File: src/rtl/mem_stage_ctrl_if.sv
// Data-memory bus between the memory-stage controller and the 16-bit data RAM.
//   o_mem_addr  : word address (AddrWidth bits), driven by the controller
//   o_mem_wdata : write data, driven by the controller
//   o_mem_we    : write strobe, driven by the controller
//   o_mem_re    : read strobe, driven by the controller
//   i_mem_rdata : asynchronous read data, driven by the memory
// master = controller side, slave = memory side.
interface mem_stage_ctrl_if #(
  parameter int AddrWidth = 11
);
  logic [AddrWidth-1:0] o_mem_addr;
  logic [15:0]          o_mem_wdata;
  logic                 o_mem_we;
  logic                 o_mem_re;
  logic [15:0]          i_mem_rdata;

  modport master (
    output o_mem_addr,
    output o_mem_wdata,
    output o_mem_we,
    output o_mem_re,
    input  i_mem_rdata
  );

  modport slave (
    input  o_mem_addr,
    input  o_mem_wdata,
    input  o_mem_we,
    input  o_mem_re,
    output i_mem_rdata
  );
endinterface

File: src/rtl/mem_stage_ctrl.sv
// Memory-stage controller.
// Consumes the registered ALU/Mem buffer outputs, drives the 16-bit data
// memory, owns the stack pointer and sequences 32-bit PC push/pop as two
// 16-bit accesses, stalling the upstream buffer for one cycle meanwhile.
// Ports:
//   clk, rst       : clock, synchronous active-high reset
//   i_Mem          : [0] read, [1] write, [2] push, [3] pop, [4] wide, [5] wdata_sel
//   i_WB/o_WB      : writeback control (o_WB zeroed in the stalled cycle)
//   i_pc           : PC from buffer (stored by push, low half by sel=1 stores)
//   i_Rdst/o_Rdst  : destination register pass-through
//   i_alu          : ALU result / effective address
//   i_read_data1   : store data
//   i_flag/o_flag  : flag pass-through
//   mem            : data-memory bus (master side)
//   o_stall        : hold upstream buffer for one more cycle
//   o_result       : memory read data on reads, otherwise i_alu
//   o_pc_load      : one-cycle pulse, load o_pc_value into the PC
//   o_pc_value     : PC reassembled from a wide pop
//   o_sp           : current stack pointer
module mem_stage_ctrl #(
  parameter int                 WbSize    = 2,
  parameter int                 MemSize   = 6,
  parameter int                 flagSize  = 4,
  parameter int                 AddrWidth = 11,
  parameter logic [AddrWidth-1:0] SpInit  = 11'h7FF
) (
  input  logic                 clk,
  input  logic                 rst,
  input  logic [MemSize-1:0]   i_Mem,
  input  logic [WbSize-1:0]    i_WB,
  input  logic [31:0]          i_pc,
  input  logic [2:0]           i_Rdst,
  input  logic [15:0]          i_alu,
  input  logic [15:0]          i_read_data1,
  input  logic [flagSize-1:0]  i_flag,
  mem_stage_ctrl_if.master     mem,
  output logic                 o_stall,
  output logic [15:0]          o_result,
  output logic [WbSize-1:0]    o_WB,
  output logic [2:0]           o_Rdst,
  output logic [flagSize-1:0]  o_flag,
  output logic                 o_pc_load,
  output logic [31:0]          o_pc_value,
  output logic [AddrWidth-1:0] o_sp
);

  typedef enum logic [1:0] {
    IDLE  = 2'd0,
    PUSH2 = 2'd1,
    POP2  = 2'd2
  } state_t;

  state_t               state;
  state_t               state_nxt;
  logic [AddrWidth-1:0] sp;
  logic [AddrWidth-1:0] sp_nxt;
  logic [15:0]          hold;
  logic [15:0]          hold_nxt;

  // Control field decode
  logic mem_read;
  logic mem_write;
  logic push;
  logic pop;
  logic wide;
  logic wdata_sel;
  logic push_op;
  logic pop_op;

  assign mem_read  = i_Mem[0];
  assign mem_write = i_Mem[1];
  assign push      = i_Mem[2];
  assign pop       = i_Mem[3];
  assign wide      = i_Mem[4];
  assign wdata_sel = i_Mem[5];

  // Conflicting push+pop is treated as neither: the op falls back to a
  // plain access at i_alu.
  assign push_op = push & ~pop;
  assign pop_op  = pop & ~push;

  // Stack arithmetic wraps modulo 2^AddrWidth by construction.
  logic [AddrWidth-1:0] sp_inc;
  logic [AddrWidth-1:0] sp_dec;
  assign sp_inc = sp + AddrWidth'(1);
  assign sp_dec = sp - AddrWidth'(1);

  logic [15:0] store_data;
  assign store_data = wdata_sel ? i_pc[15:0] : i_read_data1;

  // Combinational access decode
  logic [AddrWidth-1:0] addr_c;
  logic [15:0]          wdata_c;
  logic                 we_c;
  logic                 re_c;
  logic                 stall_c;
  logic                 pc_load_c;
  logic [31:0]          pc_value_c;

  always_comb begin
    addr_c     = i_alu[AddrWidth-1:0];
    wdata_c    = store_data;
    we_c       = mem_write;
    re_c       = mem_read & ~mem_write;   // write wins when both are set
    stall_c    = 1'b0;
    pc_load_c  = 1'b0;
    pc_value_c = 32'h0;
    state_nxt  = state;
    sp_nxt     = sp;
    hold_nxt   = hold;

    unique case (state)
      IDLE: begin
        if (push_op) begin
          addr_c = sp;
          we_c   = 1'b1;
          re_c   = 1'b0;
          sp_nxt = sp_dec;
          if (wide) begin
            // High half goes to the higher address first.
            wdata_c   = i_pc[31:16];
            stall_c   = 1'b1;
            state_nxt = PUSH2;
          end
        end else if (pop_op) begin
          addr_c = sp_inc;
          we_c   = 1'b0;
          re_c   = 1'b1;
          sp_nxt = sp_inc;
          if (wide) begin
            // Low half sits at the lower address and comes back first.
            hold_nxt  = mem.i_mem_rdata;
            stall_c   = 1'b1;
            state_nxt = POP2;
          end
        end
      end
      PUSH2: begin
        // Buffer is held, so i_pc still carries the same PC.
        addr_c    = sp;
        wdata_c   = i_pc[15:0];
        we_c      = 1'b1;
        re_c      = 1'b0;
        sp_nxt    = sp_dec;
        state_nxt = IDLE;
      end
      POP2: begin
        addr_c     = sp_inc;
        we_c       = 1'b0;
        re_c       = 1'b1;
        pc_value_c = {mem.i_mem_rdata, hold};
        pc_load_c  = 1'b1;
        sp_nxt     = sp_inc;
        state_nxt  = IDLE;
      end
      default: begin
        state_nxt = IDLE;
      end
    endcase
  end

  // State, SP and low-half holding register
  always_ff @(posedge clk) begin
    if (rst) begin
      state <= IDLE;
      sp    <= SpInit;
      hold  <= 16'h0;
    end else begin
      state <= state_nxt;
      sp    <= sp_nxt;
      hold  <= hold_nxt;
    end
  end

  // Output drive; reset masks every side effect, which also aborts a
  // wide op caught mid-way.
  assign mem.o_mem_addr  = addr_c;
  assign mem.o_mem_wdata = wdata_c;
  assign mem.o_mem_we    = we_c & ~rst;
  assign mem.o_mem_re    = re_c & ~rst;

  assign o_stall    = stall_c & ~rst;
  assign o_pc_load  = pc_load_c & ~rst;
  assign o_pc_value = rst ? 32'h0 : pc_value_c;
  assign o_result   = re_c ? mem.i_mem_rdata : i_alu;

  // Writeback is suppressed in the stalled cycle so the held instruction
  // retires exactly once.
  assign o_WB   = o_stall ? '0 : i_WB;
  assign o_Rdst = i_Rdst;
  assign o_flag = i_flag;
  assign o_sp   = sp;

endmodule

File: src/flat_wrapper.sv
// flat-port wrapper written by rule: the top's interface ports become plain ports
module mem_stage_ctrl_flat 
#(
  parameter int                 WbSize    = 2,
  parameter int                 MemSize   = 6,
  parameter int                 flagSize  = 4,
  parameter int                 AddrWidth = 11,
  parameter logic [AddrWidth-1:0] SpInit  = 11'h7FF
)
  (clk, rst, i_Mem, i_WB, i_pc, i_Rdst, i_alu, i_read_data1, i_flag, o_stall, o_result, o_WB, o_Rdst, o_flag, o_pc_load, o_pc_value, o_sp, mem_o_mem_addr, mem_o_mem_wdata, mem_o_mem_we, mem_o_mem_re, mem_i_mem_rdata);
  mem_stage_ctrl_if #(.AddrWidth(AddrWidth)) mem_i ();
  input  logic clk;
  input  logic rst;
  input  logic [MemSize-1:0] i_Mem;
  input  logic [WbSize-1:0] i_WB;
  input  logic [31:0] i_pc;
  input  logic [2:0] i_Rdst;
  input  logic [15:0] i_alu;
  input  logic [15:0] i_read_data1;
  input  logic [flagSize-1:0] i_flag;
  output logic o_stall;
  output logic [15:0] o_result;
  output logic [WbSize-1:0] o_WB;
  output logic [2:0] o_Rdst;
  output logic [flagSize-1:0] o_flag;
  output logic o_pc_load;
  output logic [31:0] o_pc_value;
  output logic [AddrWidth-1:0] o_sp;
  output wire logic [$bits(mem_i.o_mem_addr)-1:0] mem_o_mem_addr;
  output wire logic [$bits(mem_i.o_mem_wdata)-1:0] mem_o_mem_wdata;
  output wire logic [$bits(mem_i.o_mem_we)-1:0] mem_o_mem_we;
  output wire logic [$bits(mem_i.o_mem_re)-1:0] mem_o_mem_re;
  input wire logic [$bits(mem_i.i_mem_rdata)-1:0] mem_i_mem_rdata;
  assign mem_o_mem_addr = mem_i.o_mem_addr;
  assign mem_o_mem_wdata = mem_i.o_mem_wdata;
  assign mem_o_mem_we = mem_i.o_mem_we;
  assign mem_o_mem_re = mem_i.o_mem_re;
  assign mem_i.i_mem_rdata = mem_i_mem_rdata;
  mem_stage_ctrl #(.WbSize(WbSize), .MemSize(MemSize), .flagSize(flagSize), .AddrWidth(AddrWidth), .SpInit(SpInit)) u_core (.clk(clk), .rst(rst), .i_Mem(i_Mem), .i_WB(i_WB), .i_pc(i_pc), .i_Rdst(i_Rdst), .i_alu(i_alu), .i_read_data1(i_read_data1), .i_flag(i_flag), .mem(mem_i), .o_stall(o_stall), .o_result(o_result), .o_WB(o_WB), .o_Rdst(o_Rdst), .o_flag(o_flag), .o_pc_load(o_pc_load), .o_pc_value(o_pc_value), .o_sp(o_sp));
endmodule
File: config.mk
export PLATFORM = sky130hd
export DESIGN_NAME = mem_stage_ctrl_flat
export DESIGN_NICKNAME = d
export VERILOG_FILES = /design/src/rtl/mem_stage_ctrl_if.sv /design/src/rtl/mem_stage_ctrl.sv /design/src/flat_wrapper.sv
export SDC_FILE = /design/constraint.sdc
export NUM_CORES = 1
export LEC_CHECK = 0
export BUFFER_PORTS_ARGS = -buffer_cell sky130_fd_sc_hd__clkbuf_2
export CORE_UTILIZATION = 45
export CTS_BUF_LIST = sky130_fd_sc_hd__clkbuf_4
export CTS_CLUSTER_DIAMETER = 150
export DETAILED_ROUTE_END_ITERATION = 8
export PLACE_DENSITY = 0.84
export SETUP_SLACK_MARGIN = 0.2
export SLEW_MARGIN = 20
export SYNTH_ARGS = -nofsm -noshare
export SYNTH_HDL_FRONTEND = slang
export SYNTH_SLANG_ARGS = --single-unit
File: constraint.sdc
create_clock -name clk -period 3.06 [get_ports clk]
set_input_delay 0.612 -clock clk [delete_from_list [all_inputs] [get_ports clk]]
set_output_delay 0.612 -clock clk [all_outputs]
set_load 0.03 [all_outputs]
==> results.cfg, run 1 <==
[outcome]
status = finished, final reports clean

[sta]
period_share_pct = 93.41
finalMaxSlewViolations = 0
setup-violations-final = 0
worstMarginPinSlew_ns = 0.6566
setup-tns-final_ns = 0
finClkSkew_ns = 0.005347
rsz0062_at_grt = yes
slew_headroom_pct = 56.10
post-route-min-period_ns = 2.858
max_freq_mhz = 349.9
finalHoldViolations = 0

[drt]
route.final.wire_length_um = 11660
antenna_left = 0
num_vias = 4195
drc = 0
drtPass1Iterations = 9
drt_iter0_markers = 341
avgViaCountPerCell = 5.993
avgRoutedWirePerCell_um = 16.66

[setup_path]
start_kind = flop
cp.required_ns = 2.45
cp_slowest_cell = dfxtp_2
crit_buf_inv = 6
endpoint_kind = output pin
max_stage_delay_ns = 0.34
worstPathCellList = inv_2, ha_4, buf_6, buf_4, a21oi_4, o32ai_2, buf_4, clkbuf_16, mux2_2, clkbuf_4
crit_arrival_ns = 2.25
cp_common_cell = buf_4
crit_path_max_fanout = 8
cp_top_family = buffers and inverters
crit_type = reg2out

[floorplanning]
dieArea_um2 = 7328
die_w_um = 85.61
core-area_um2 = 6756
initial_utilization_pct = 46.56
die_y_um = 85.61
io_pins = 196
num_rows = 30

[synthesis]
synth_flop_cell = dfxtp_1
ys_types = 52
ys_warn_count = 0
synth_edf_count = 0
syn_inst = 447
synth_area_um2 = 3146
synth.avg_cell_area_um2 = 7.037
ys_ff_latch = 29
synthesis.nets = 550
synth_seq_area_share_pct = 18.46
async_flop_share_pct = 0

[final_layout]
register_area_um2 = 590.6
drive_gt1_share_pct = 42.74
layout.nets = 722
fillCellCount = 568
n_antenna_cell = 0
multiInputGateArea_um2 = 2367
area_delta_synth_final_pct = 38.50

[global_routing]
grt_pass1_vias = 3785
gr-total-overflow = 0
grt_pass1_wl_um = 17820
antenna_found_initial = 0
grt_max_degree = 34
grt_usage_pct = 30.21

[power]
pwr-share-seq_pct = 25.7
ir_drop_mv = 0.2084
p_switching_mw = 1.077
powerDensity_nw_per_um2 = 477.7
p_comb_share_pct = 62.5
internal-power_mw = 1.004
p_leak_nw = 2.033
finalPower_mw = 2.081
clkPwrFrac_pct = 11.8
swShare_pct = 51.76

[job]
drv_cap = 0

[clock_tree]
cts_sinks = 29
cts_buffer_depth = 2
insertion_delay_ns = 0.35
path_clk_slew_ns = 0.11
cts_tree = yes
htree_levels = 2
cts_root_buf = clkbuf_4
numCtsBuffers = 5

[placed_design]
port_buffers = 181
dp_hpwl_um = 8753
gp_congestion = 0.9222

[worst_hold_path]
hp-class = reg2reg
[layout by cell type (no fill, tap or decap), types with 3 or more instances in the layout]
master,synthesis,layout
mux2i_1,16,16
nor2b_1,7,6
and2_1,36,36
nor3_1,10,10
nand4_1,3,3
dfxtp_2,0,5
nor2_1,16,16
buf_4,7,28
nand3_1,9,9
clkbuf_4,0,9
or3_1,3,3
inv_1,11,8
nor4_1,6,6
ha_1,6,3
a21oi_1,37,35
and4_1,3,3
a22oi_1,20,20
o21ai_0,54,52
dfxtp_1,29,23
nand2b_1,5,5
or2_2,3,3
xor2_1,3,3
clkbuf_2,0,165
a221o_1,4,4
nand2_1,56,56
mux2_2,17,17
a221oi_1,6,5
buf_2,5,9
xnor2_1,4,4
a211o_1,6,6
[cells in the mapped netlist (4+ instances only)]
library cell	n	area share (%)
a211o_1	6	1.7
a21oi_1	37	5.9
a221o_1	4	1.3
a221oi_1	6	1.7
a22oi_1	20	4.8
and2_1	36	7.2
buf_2	5	0.80
buf_4	7	1.7
clkbuf_1	33	3.9
dfxtp_1	29	18
ha_1	6	2.4
inv_1	11	1.3
mux2_2	17	6.1
mux2i_1	16	5.1
nand2_1	56	6.7
nand2b_1	5	0.99
nand3_1	9	1.4
nor2_1	16	1.9
nor2b_1	7	1.4
nor3_1	10	1.6
nor4_1	6	1.2
o21ai_0	54	8.6
xnor2_1	4	1.1
[registers in the layout (all words and copies together), names as in the netlist]
name	count
u_core.o_sp	11
u_core.state	2
u_core.hold	16
[worst paths after layout]
check,startpoint,to,slack [ns],cells after the start
worst max-delay path,u_core.state[0],o_result[14],0.20,10
worst min-delay path,u_core.hold[11],u_core.hold[11],0.46,2
worst max register to register,u_core.state[1],u_core.o_sp[8],0.86,9
worst min register to register,u_core.hold[11],u_core.hold[11],0.46,2
[timing repair]
action	CTS	global route
hold buffers	0	0
pin swaps	2	3
endpoints found under the setup margin	75	75
cloned	1	0
resized for setup	15	37
setup buffers	6	3
[routing by layer]
metal  share of wire [%]  wire length (um)  global-route usage [%]  vias up
met2                  50              5844                   56.65      292
met3                 8.9              1036                   5.101       49
met5                   0                 0                       0        -
li1                    -                 -                       -     1961
met4                 3.6               425                   14.39        0
met1                  37              4354                   32.83     1893
[power by group through the flow]
stage | sequential [mW] | combinational, mW | clock, mW
2_1_floorplan | 0.542 | 0.851 | 0
3_3_place_gp | 0.535 | 1.19 | 0
3_5_place_dp | 0.538 | 1.21 | 0
4_1_cts | 0.529 | 1.26 | 0.249
5_1_grt | 0.544 | 1.39 | 0.267
6_report | 0.535 | 1.30 | 0.246
[layout make-up]
cell class	count	area share, %
multi-input combinational	360	54.34
timing repair buffer	211	27.37
clock buffer	5	0.8616
clock inverter	3	0.4021
tap	80	2.298
inverter	12	1.177
sequential	29	13.56
[worst min-delay path: cells and delay by family (launching register included)]
family	cells	cell delay (ns)
flops	1	0.32
simple gates	1	0.05
compound gates	1	0.05
[stage by stage]
step	setup slack, ns	instance area [um2]	hold WS, ns	instances	utilization (%)
after CTS	0.1751	4282	0.4573	697	63.37
final	0.2016	4357	0.4567	700	64.48
after detailed placement	0.2627	4101	0.4423	682	60.70
after floorplan	0.2114	3146	0.4317	447	-
after global placement	0.2901	4101	0.4397	682	60.70
after global routing	0.1423	4357	0.4741	700	64.48
[logic make-up after synthesis]
| logic type | share of synthesized area (%) |
|---|---|
| multiplexers | 11.18 |
| XOR/XNOR | 1.949 |
| buffers and inverters | 8.194 |
| AND/OR/NAND/NOR | 27.37 |
| AO/OA/AOI/OAI | 30.47 |
| flip-flops | 18.46 |
| adder cells (fa/ha/maj) | 2.387 |
Power figures use the tool's default switching activity.
==> run 2: changes to the inputs <==
--- a/config.mk
+++ b/config.mk
@@ -6,11 +6,13 @@
 export NUM_CORES = 1
 export LEC_CHECK = 0
 export BUFFER_PORTS_ARGS = -buffer_cell sky130_fd_sc_hd__clkbuf_2
-export CORE_UTILIZATION = 45
+export CELL_PAD_IN_SITES_DETAIL_PLACEMENT = 1
+export CELL_PAD_IN_SITES_GLOBAL_PLACEMENT = 1
+export CORE_UTILIZATION = 30
 export CTS_BUF_LIST = sky130_fd_sc_hd__clkbuf_4
 export CTS_CLUSTER_DIAMETER = 150
 export DETAILED_ROUTE_END_ITERATION = 8
-export PLACE_DENSITY = 0.84
+export PLACE_DENSITY_LB_ADDON = 0.1
 export SETUP_SLACK_MARGIN = 0.2
 export SLEW_MARGIN = 20
 export SYNTH_ARGS = -nofsm -noshare
==> run 2 against run 1 <==
Via count fell by 1.3%; combinational power increased by 8%; setup slack gained 0.0036 ns; final cell count grew 8.9%; clock-buffer cell count is 1 higher; flip-flop and latch count stayed put; maximum frequency up 0.13%; critical path type is now in2out; die area up 49%; cell area increased by 2.8%; register-to-register slack gained 0.17 ns.
==> results.cfg, run 2 (same netlist as run 1, synthesis figures left out) <==
[clock_tree]
cts_tree = yes
cts_root_buf = clkbuf_4
htree_levels = 2
cts_sinks = 29
cts_buffer_depth = 2
path_clk_slew_ns = 0.11
insertion_delay_ns = 0.35
ctsHoldBuffers = 0
numCtsBuffers = 5

[floorplanning]
die_w_um = 104.4
core-area_um2 = 10230
num_rows = 37
initial_utilization_pct = 30.74
die_y_um = 104.4
io_pins = 196
dieArea_um2 = 10900

[sta]
finalMaxSlewViolations = 0
worstMarginPinSlew_ns = 0.6812
post-route-min-period_ns = 2.855
setup-tns-final_ns = 0
finClkSkew_ns = 0.003803
finalHoldViolations = 0
rsz0062_at_grt = yes
setup-violations-final = 0
max_freq_mhz = 350.3
worst_slack_ns = 0.2053
period_share_pct = 93.29
timing.hold.ws_ns = 0.4588
slew_headroom_pct = 54.46

[final_layout]
largest_reg_flops = 16
area_delta_synth_final_pct = 42.36
register_area_um2 = 590.6
layout.nets = 728
n_antenna_cell = 0
final_common_cell = clkbuf_2
fin_cells = 762
top_register = u_core.hold
drive_gt1_share_pct = 43.13
multiInputGateArea_um2 = 2394
fillCellCount = 1359
layout_common_cells = 178 x clkbuf_2, 56 x nand2_1, 53 x o21ai_0

[global_routing]
antenna_found_initial = 0
grt_pass1_vias = 4150
grt_max_degree = 34
gr-total-overflow = 0
grt_usage_pct = 24.29
grt_pass1_wl_um = 21670

[drt]
drc = 0
avgViaCountPerCell = 5.434
drt_iter0_markers = 257
drtPass1Iterations = 5
avgRoutedWirePerCell_um = 18.21
route.final.wire_length_um = 13870
antenna_left = 0
num_vias = 4141

[placed_design]
dp_hpwl_um = 10590
pre_cts_slack_ns = 0.06889
port_buffers = 181
gp_congestion = 0.8724
dp_cells = 751

[worst_hold_path]
hp-class = reg2reg

[setup_path]
cp.required_ns = 2.45
endpoint_kind = output pin
crit_type = in2out
crit_path_max_fanout = 8
start_kind = input port
crit_arrival_ns = 2.24

[power]
powerDensity_nw_per_um2 = 488.0
ir_drop_mv = 0.2354
p_leak_nw = 2.079

[outcome]
status = finished, final reports clean

[job]
drv_cap = 0
-- run 2: cell count changes in the layout (fill, tap and decap cells not counted), sizes merged --
cell / previous run / this run
buf: 40 / 37
clkbuf: 176 / 186
clkinvlp: 2 / 0
clkinv: 2 / 3
-- run 2: repair_timing --
action / 4_1_cts / 5_1_grt
endpoints found under the setup margin: 40 / 26
buffers inserted: 0 / 2
resized for setup: 8 / 23
pin swaps: 0 / 1
cloned: 0 / 1
-- run 2: routing by layer --
layer  vias up  part of all wire (%)  track usage [%]
met5         -                     0                0
met4         0                   1.7            5.102
met3        23                   5.9            4.323
met2       171                    50            43.71
met1      1971                    43            29.88
li1       1976                     -                -
-- run 2: cell type report --
class / count / share of cell area (%)
multi-input cells: 360 / 53.45
inverters: 12 / 1.006
flip-flops and latches: 29 / 13.19
repair buffers: 217 / 27.33
well taps: 136 / 3.800
clock inverters: 2 / 0.2235
clock buffers: 6 / 1.006
-- run 2: power by group --
part           leakage [nW]  total (mW)  internal, mW  switching (mW)
combinational          1.81        1.40         0.521           0.884
clock                0.0354       0.261        0.0964           0.164
sequential            0.238       0.520         0.429          0.0903
-- run 2: final timing paths --
check | from | endpoint | slack, ns | depth (start not counted)
worst min-delay path | u_core.hold[10] | u_core.hold[10] | 0.46 | 2
worst max-delay path | i_Mem[3] | o_result[8] | 0.21 | 7
worst max register to register | u_core.state[0] | u_core.o_sp[8] | 1.03 | 8
worst min register to register | u_core.hold[10] | u_core.hold[10] | 0.46 | 2
-- run 2: stage by stage --
stage / area, um2 / utilization [%] / power [mW]
floorplan: 3146 / - / 1.393
global placement: 4269 / 41.73 / 1.837
detailed placement: 4269 / 41.73 / 1.862
CTS: 4359 / 42.61 / 2.138
global route: 4478 / 43.77 / 2.320
finish: 4478 / 43.77 / 2.185
-- run 2: critical path, stage by stage --
cell       delay, ns
clkbuf_2        0.18
nand2b_4        0.20
a21oi_1         0.12
o32ai_4         0.36
clkbuf_16       0.24
mux2_2          0.34
clkbuf_2        0.18
